$ cat src/rtl/alu_pkg.sv
// -----------------------------------------------------------------------------
// alu_pkg
// Shared constants for the registered shift-ALU (alu_shift_top) and its
// pre-shifter (alu_bshift).
//
// Contents:
//   aluOp_t              3-bit operation select type
//   OP_ADD .. OP_MOV     opcode values driven on ALUControl
//   FLAG_N/Z/C/V         bit positions of the NZCV flags inside ALUFlags
//   ALU_DEFAULT_WIDTH    default datapath width used by the lab CPU
//
// Build option: ALU_ROTATE_EN (see alu_bshift) changes the pre-shifter from
// a zero-fill left shift into a left rotate. Nothing in this package depends
// on it.
// -----------------------------------------------------------------------------
package alu_pkg;

  // Operation select carried on ALUControl.
  typedef logic [2:0] aluOp_t;

  localparam aluOp_t OP_ADD = 3'b000;
  localparam aluOp_t OP_SUB = 3'b001;
  localparam aluOp_t OP_AND = 3'b010;
  localparam aluOp_t OP_OR  = 3'b011;
  localparam aluOp_t OP_XOR = 3'b100;
  localparam aluOp_t OP_NOR = 3'b101;
  localparam aluOp_t OP_SLT = 3'b110;
  localparam aluOp_t OP_MOV = 3'b111;

  // Positions of the ARM-style condition flags inside the 4-bit flag word.
  localparam int FLAG_N = 3;
  localparam int FLAG_Z = 2;
  localparam int FLAG_C = 1;
  localparam int FLAG_V = 0;

  // Datapath width used by the lab CPU.
  localparam int ALU_DEFAULT_WIDTH = 5;

endpackage

$ cat src/rtl/alu_bshift.sv
// -----------------------------------------------------------------------------
// alu_bshift
// Purely combinational pre-shifter for ALU operand b.
//
// Ports:
//   b       in  [WIDTH-1:0]  operand before shifting
//   bshift  in  [1:0]        left shift amount, 0..3
//   bSh     out [WIDTH-1:0]  shifted operand
//
// Build option ALU_ROTATE_EN:
//   undefined  logical shift left, zero fill, bits leaving the MSB are lost
//   defined    rotate left, bits leaving the MSB re-enter at the LSB
// -----------------------------------------------------------------------------
module alu_bshift
  import alu_pkg::*;
#(
  parameter int WIDTH = ALU_DEFAULT_WIDTH
) (
  input  logic [WIDTH-1:0] b,
  input  logic [1:0]       bshift,
  output logic [WIDTH-1:0] bSh
);

`ifdef ALU_ROTATE_EN
  // Rotation is done by shifting two back-to-back copies of b and keeping
  // the upper copy: whatever falls off the top of the upper copy is exactly
  // what the lower copy pushes in at the bottom.
  logic [2*WIDTH-1:0] doubled;

  always_comb begin
    doubled = {b, b} << bshift;
    bSh     = doubled[2*WIDTH-1:WIDTH];
  end
`else
  // Plain logical left shift. Assigning into a WIDTH-bit target discards
  // the bits shifted past the MSB and the shift operator fills with zeros.
  always_comb begin
    bSh = b << bshift;
  end
`endif

endmodule

$ cat src/rtl/alu_shift_top.sv
// -----------------------------------------------------------------------------
// alu_shift_top
// Registered integer ALU with a 0..3 bit pre-shifter on operand b and
// ARM-style NZCV flags. One clock of latency, a new operation every cycle.
//
// Ports:
//   clk         in   rising-edge clock
//   reset       in   synchronous, active-high; clears Result and ALUFlags
//   a           in   [WIDTH-1:0]  operand A
//   b           in   [WIDTH-1:0]  operand B, before pre-shift
//   bshift      in   [1:0]        left shift/rotate amount for b
//   ALUControl  in   [2:0]        operation select (see alu_pkg OP_*)
//   Result      out  [WIDTH-1:0]  registered result
//   ALUFlags    out  [3:0]        registered flags {N, Z, C, V}
//
// Build option: ALU_ROTATE_EN turns the pre-shift into a rotate
// (implemented in alu_bshift); everything else is the same in both builds.
// -----------------------------------------------------------------------------
module alu_shift_top
  import alu_pkg::*;
#(
  parameter int WIDTH = ALU_DEFAULT_WIDTH
) (
  input  logic             clk,
  input  logic             reset,
  input  logic [WIDTH-1:0] a,
  input  logic [WIDTH-1:0] b,
  input  logic [1:0]       bshift,
  input  logic [2:0]       ALUControl,
  output logic [WIDTH-1:0] Result,
  output logic [3:0]       ALUFlags
);

  logic [WIDTH-1:0] bSh;
  logic [WIDTH:0]   addSum;
  logic [WIDTH:0]   subSum;
  logic             addOverflow;
  logic             subOverflow;
  logic             subNegative;
  logic             lessThan;
  logic [WIDTH-1:0] resultNext;
  logic             carryNext;
  logic             overflowNext;
  logic [3:0]       flagsNext;

  alu_bshift #(
    .WIDTH (WIDTH)
  ) u_bshift (
    .b      (b),
    .bshift (bshift),
    .bSh    (bSh)
  );

  // Both arithmetic paths are kept one bit wider than the datapath so the
  // top bit is the carry out. Subtraction is a + ~b_sh + 1, which makes the
  // carry mean "no borrow" in the ARM sense.
  assign addSum = {1'b0, a} + {1'b0, bSh};
  assign subSum = {1'b0, a} + {1'b0, ~bSh} + {{WIDTH{1'b0}}, 1'b1};

  // Two's complement overflow: for ADD the operands agree in sign but the
  // sum does not; for SUB the operands differ in sign and the difference
  // has left the sign of a.
  assign addOverflow = (a[WIDTH-1] == bSh[WIDTH-1]) &&
                       (addSum[WIDTH-1] != a[WIDTH-1]);
  assign subOverflow = (a[WIDTH-1] != bSh[WIDTH-1]) &&
                       (subSum[WIDTH-1] != a[WIDTH-1]);

  // Signed less-than reuses the subtractor: the sign of the difference is
  // wrong exactly when it overflowed, so N xor V gives the true ordering.
  assign subNegative = subSum[WIDTH-1];
  assign lessThan    = subNegative ^ subOverflow;

  // Operation mux. C and V default to zero so only the arithmetic opcodes
  // can raise them; every opcode is listed so nothing latches.
  always_comb begin
    resultNext   = '0;
    carryNext    = 1'b0;
    overflowNext = 1'b0;
    case (ALUControl)
      OP_ADD: begin
        resultNext   = addSum[WIDTH-1:0];
        carryNext    = addSum[WIDTH];
        overflowNext = addOverflow;
      end
      OP_SUB: begin
        resultNext   = subSum[WIDTH-1:0];
        carryNext    = subSum[WIDTH];
        overflowNext = subOverflow;
      end
      OP_AND:  resultNext = a & bSh;
      OP_OR:   resultNext = a | bSh;
      OP_XOR:  resultNext = a ^ bSh;
      OP_NOR:  resultNext = ~(a | bSh);
      OP_SLT:  resultNext = {{(WIDTH-1){1'b0}}, lessThan};
      OP_MOV:  resultNext = bSh;
      default: resultNext = '0;
    endcase
  end

  // N and Z always describe the value being registered, including SLT's
  // zero-extended 0/1.
  always_comb begin
    flagsNext         = 4'b0000;
    flagsNext[FLAG_N] = resultNext[WIDTH-1];
    flagsNext[FLAG_Z] = (resultNext == '0);
    flagsNext[FLAG_C] = carryNext;
    flagsNext[FLAG_V] = overflowNext;
  end

  // Output registers. Reset is sampled on the clock edge and overrides any
  // operation presented in the same cycle.
  always_ff @(posedge clk) begin
    if (reset) begin
      Result   <= '0;
      ALUFlags <= 4'b0000;
    end else begin
      Result   <= resultNext;
      ALUFlags <= flagsNext;
    end
  end

endmodule

$ cat config.mk
export PLATFORM = sky130hd
export DESIGN_NAME = alu_shift_top
export DESIGN_NICKNAME = d
export VERILOG_FILES = /design/src/rtl/alu_pkg.sv /design/src/rtl/alu_bshift.sv /design/src/rtl/alu_shift_top.sv
export SDC_FILE = /design/constraint.sdc
export NUM_CORES = 1
export LEC_CHECK = 0
export BUFFER_PORTS_ARGS = -buffer_cell sky130_fd_sc_hd__buf_2
export CAP_MARGIN = 20
export CORE_UTILIZATION = 56
export CTS_BUF_LIST = sky130_fd_sc_hd__clkbuf_8
export DETAILED_ROUTE_END_ITERATION = 8
export PLACE_DENSITY = 0.81
export SETUP_SLACK_MARGIN = 0.4
export SYNTH_ARGS = -nofsm -noshare
export SYNTH_HDL_FRONTEND = slang
export SYNTH_SLANG_ARGS = --single-unit
$ cat constraint.sdc
create_clock -name clk -period 3.88 [get_ports clk]
set_input_delay 0.194 -clock clk [delete_from_list [all_inputs] [get_ports clk]]
set_output_delay 0.194 -clock clk [all_outputs]
set_load 0.1 [all_outputs]
# Yosys cells after proc, flatten, opt, wreduce, memory -nomap -nowiden
# Index checks and enable logic that the tools add are counted.
# word_totals
reg_bits	9
input_bits	17
out_inout_bits	9
word_cells	30
# classes
add_sub_neg	3
n_eq_ne	11
shifts	1
mux	3
bitwise_logic	6
n_reduce_logical	4
# op_table
operator	count
$pmux 5 s8	1
$add 5x5->6	2
$eq 3x3->1 const B	4
$not 5->5	2
$add 6x1->6 const B	1
$eq 3x2->1 const B	2
$and 5x5->5	1
$logic_not 5->1	1
$or 5x5->5	1
$shl 5x2->5	1
$xor 5x5->5	1
$pmux 1 s2	2
$eq 3x1->1 const B	1
$logic_not 3->1	1
$ne 1x1->1	3
$logic_and 1x1->1	2
$eq 1x1->1	1
$xor 1x1->1	1

# Logic depth before layout (Yosys ltp)
# depth
depth_word	9
depth_mapped	16
ltp_nobuf	14

# Modules after synthesis
# A second synthesis with hierarchy kept.
# hier_totals
hier_cells	141
area_unflattened_um2	1178.6
# modules_own_cells
mod	n_inst	cells_each	area_each_um2	seq_area_each_um2
alu_shift_top	1	129	1076.0	160.2
alu_bshift	1	12	102.6	0.0

# Least setup slack after synthesis
# Ideal clock, no wire load.
# synth_timing
path_type	input to register
startpoint	in bshift[0]
endpoint	reg ALUFlags[2]
setup_ps	124
t_arrival_ps	3037
required_ps	3756
path_slack_ps	720
cell_stages	14
n_path_buf	1
cell_sequence	clkbuf_1 -> mux2i_1 -> nor2_1 -> inv_1 -> fa_1 -> a21oi_1 -> o21bai_1 -> fa_1 -> or3b_2 -> o311ai_0 -> o21ai_0 -> a211oi_1 -> nor3b_1 -> nor4bb_1
# synth_via
elab_chain_cells	9
word_cells_on_any_way	15
cone_classes	add/sub: 3; eq/ne: 2; shift: 1; mux: 1; bitwise: 6; reduce/logical: 2
# synth_rtl
item	line	text
from (decl)	alu_shift_top.sv:28	input logic [1:0] bshift,
$shl 5x2->5 *	alu_bshift.sv:38	bSh = b << bshift;
$not 5->5	alu_shift_top.sv:58	assign subSum = {1'b0, a} + {1'b0, ~bSh} + {{WIDTH{1'b0}}, 1'b1};
$add 5x5->6	alu_shift_top.sv:58	
$add 6x1->6	alu_shift_top.sv:58	
$ne 1x1->1	alu_shift_top.sv:66	(subSum[WIDTH-1] != a[WIDTH-1]);
$logic_and 1x1->1	alu_shift_top.sv:65	assign subOverflow = (a[WIDTH-1] != bSh[WIDTH-1]) &&
$xor 1x1->1	alu_shift_top.sv:71	assign lessThan = subNegative ^ subOverflow;
$pmux 5 s8 *	alu_shift_top.sv:79	case (ALUControl)
$logic_not 5->1 *	alu_shift_top.sv:105	flagsNext[FLAG_Z] = (resultNext == '0);
to (signal assigned)	alu_shift_top.sv:118	ALUFlags <= flagsNext;
to (decl)	alu_shift_top.sv:31	output logic [3:0] ALUFlags
# Mark *: on every way between the ends. The rest lies on a longest branch, timed or not.
# A chain may end at the register's enable or synchronous reset.

# Worst setup path after layout
# layout_timing
startpoint	in bshift[1]
endpoint	reg ALUFlags[2]
# The elaborated chain is that of the path after synthesis.

==> run_results.csv <==
group,metric,value,unit
drt,ant_nets,0,
drt,drc,0,
worst_setup_path,cp.arrival,3.27,ns
sta,slew_headroom,58.1,%
power_and_ir_drop,power_leakage,0.639,nW
cts,cts_hold_buffers,0,
place,portBuffers,25,
power_and_ir_drop,internal_power,223,uW
yosys,ys.flop_type,"dfxtp_1",
drt,drt-vias-per-instance,5.88,
power_and_ir_drop,switching_share,44.3,%
drt,first_pass_iters,4,
yosys,synth_edf_count,0,
yosys,yosysSeqAreaShare,14.0,%
sta,fin_crit_sh,81.8,%
run_status,status,"finished, final reports clean",
worst_setup_path,crit_chain,"buf_2 -> mux2i_1 -> o21ai_1 -> inv_1 -> ha_1 -> inv_1 -> a21oi_1 -> o21bai_1 -> fa_1 -> or3b_2 -> o311ai_0 -> o21ai_0 -> a211oi_1 -> nor3b_1 -> nor4bb_1",
yosys,async_reset_ff_share,0,%
sta,drv_slew,0,
yosys,synth_seq_cells,8,
worst_hold_path,holdPathEnd,"Result[4]$_SDFF_PP0_",
cts,clock_sinks,8,
floorplanning,pin_count,26,
place,dp_hpwl,1970,microns
yosys,synth_cell_type_count,45,
grt,grt_max_degree,22,
power_and_ir_drop,clockPowerShare,23.7,%
place,pre_cts_slack,0.353,ns
worst_setup_path,crit_type,"input port to flop",
grt,grt_usage,24.3,%
sta,tightest_slew,0.622,ns
finish,drive_gt1_share,18.1,%
sta,fmax,315,MHz
drt,drt_iter0_drc,34,
worst_setup_path,cp.required,3.98,ns
worst_hold_path,hold_path_class,"input port to flop",
worst_hold_path,min_path_cells,2,
cts,h-tree-depth,1,
yosys,yosysWarnings,0,
finish,syn_to_final_growth,12.7,%
yosys,syn-instance-count,149,
sta,report.final.hold_viol_count,0,
grt,grt_overflow_total,0,
cts,cts.path.max_buffers,2,
power_and_ir_drop,pwr_density_cell,309,nW/um^2
grt,antenna_found_initial,0,
sta,setup_viol_count_final,0,
cts,root_buffer,"clkbuf_8",
cts,clkTransAtPathRegs,0.04,ns
place,gp_congestion,0.876,
floorplanning,fp.coreArea,1940,sq um
sta,rsz0062_at_grt,"false",
worst_setup_path,cp_slowest_cell,"or3b_2",
grt,first_global_vias,1015,
floorplanning,num_rows,16,
worst_hold_path,hold_start,"reset",
yosys,synth_top_area_share,17.4,%
worst_setup_path,worstSetupEndpointType,"flop",
sta,fin_crit,3.17,ns
finish,diodes,0,
power_and_ir_drop,switching_power,177,uW
worst_setup_path,startpoint_type,"input port",
job,cap_violations,0,
grt,grt_pass1_wl,3970,microns
floorplanning,die_height,47.3,microns
yosys,synth.area.top_cells,"ha_1 (17%), dfxtp_1 (14%), fa_1 (5.2%)",
worst_setup_path,critPathMaxStageDelay,0.43,ns
floorplanning,dieArea,2230,sq um
yosys,synth_area_leader_cell,"ha_1",
drt,wl,2530,microns
yosys,syn_area,1150,sq um
finish,nets,204,
cts,cts_tree,"built",
sta,totalNegativeSetupSlack,0,ns
sta,setup_ws,0.705,ns
power_and_ir_drop,share_comb_of_total_power,53.4,%
worst_setup_path,crit_path_frequent_cell,"inv_1",
yosys,avgSynthCellArea,7.70,sq um
cts,numCtsBuffers,3,
drt,wl_per_cell,13.1,microns
drt,vias,1135,
worst_setup_path,critPathMaxFanout,6,
floorplanning,start_util,59.1,%
power_and_ir_drop,seqPwrFrac,22.9,%
floorplanning,die_w,47.3,microns
power_and_ir_drop,irDropWorstVdd,0.000204,V
yosys,syn_nets,185,
-- cell usage after synthesis (all sizes together) (2+ instances only) --
cell / instances
a211oi: 3
a21o: 2
a21oi: 9
a221oi: 3
a32o: 2
buf: 5
clkbuf: 6
dfxtp: 8
fa: 3
ha: 16
inv: 16
mux2i: 5
nand2: 9
nand2b: 2
nand4: 2
nor2: 13
nor2b: 7
o211ai: 2
o21ai: 8
o21bai: 3
o22ai: 2
o311ai: 2
xor2: 2
-- layout make-up --
type,count,area (sq um)
repair buffers,25,125
inverters,16,60.1
multi-input cells,114,872
well taps,27,33.8
fillers,176,649
clock buffers,3,41.3
flip-flops and latches,8,160
-- power groups by stage --
stage | combinational, mW | clock, mW | sequential, mW
finish | 0.214 | 0.0948 | 0.0915
global route | 0.232 | 0.104 | 0.0929
CTS | 0.211 | 0.0979 | 0.0917
detailed placement | 0.210 | 0 | 0.0930
global placement | 0.207 | 0 | 0.0928
floorplan | 0.117 | 0 | 0.147
-- flip-flops by register name (all words and copies together), names as in the netlist --
register,cells
ALUFlags,3
Result,5
-- routing by layer --
layer | vias up | GRT usage (%) | wire, microns
met5 | - | 0 | 0
met4 | 0 | 10.3 | 10
met3 | 4 | 0.385 | 151
met2 | 56 | 41.9 | 1280
met1 | 512 | 31.6 | 1080
li1 | 563 | - | -
-- critical path, delay by kind of cell --
| kind | cells | cell delay, ns |
|---|---|---|
| buffers and inverters | 3 | 0.33 |
| and+or+nand+nor | 3 | 0.64 |
| muxes | 1 | 0.16 |
| AOI/OAI and AO/OA | 6 | 1.15 |
| adders and majority gates | 2 | 0.79 |
-- cell usage in the layout (no fill, tap or decap), types with 3 or more instances in the layout --
cell	synthesis	routed
inv_1	16	16
a21oi_1	9	9
clkbuf_8	0	3
fa_1	3	3
o21bai_1	3	3
nor2_1	13	13
ha_1	16	16
a221oi_1	3	3
nand2_1	9	9
nor2b_1	7	7
mux2i_1	5	5
a211oi_1	3	3
dfxtp_1	8	8
buf_2	2	25
o21ai_0	8	7
-- what timing repair did --
item | 4_1_cts | 5_1_grt
buffers inserted | 0 | 0
gates resized for setup | 0 | 1
setup endpoints to repair | 0 | 1
-- worst max-delay path by stage --
stage                          from                endpoint  slack [ns]  depth (start not counted)
after floorplan           bshift[0]  ALUFlags[2]$_SDFF_PP0_        0.72                         14
after global placement    bshift[1]  ALUFlags[2]$_SDFF_PP0_        0.47                         15
after detailed placement  bshift[1]  ALUFlags[2]$_SDFF_PP0_        0.35                         15
after CTS                 bshift[1]  ALUFlags[2]$_SDFF_PP0_        0.58                         15
after global routing      bshift[0]  ALUFlags[2]$_SDFF_PP0_        0.42                         14
final                     bshift[1]  ALUFlags[2]$_SDFF_PP0_        0.71                         15
-- logic make-up after synthesis --
logic type	Yosys count	synth area share (%)
AO/OA/AOI/OAI	42	25.4
XOR/XNOR	3	2.29
adder cells (fa/ha/maj)	19	22.7
buffers and inverters	27	10.0
flip-flops	8	14.0
multiplexers	6	5.67
AND/OR/NAND/NOR	44	20.0
-- per-stage QoR --
| stage | power, mW | hold slack, ns | area [sq um] | instances | util (%) |
|---|---|---|---|---|---|
| 2_1_floorplan | 0.265 | 0.263 | 1150 | 149 | - |
| 4_1_cts | 0.400 | 0.233 | 1290 | 193 | 66.6 |
| 3_3_place_gp | 0.300 | 0.466 | 1250 | 190 | 64.4 |
| 6_report | 0.400 | 0.237 | 1290 | 193 | 66.6 |
| 3_5_place_dp | 0.303 | 0.470 | 1250 | 190 | 64.4 |
| 5_1_grt | 0.428 | 0.251 | 1290 | 193 | 66.6 |
Note: power is estimated with default switching activity, not from simulation.
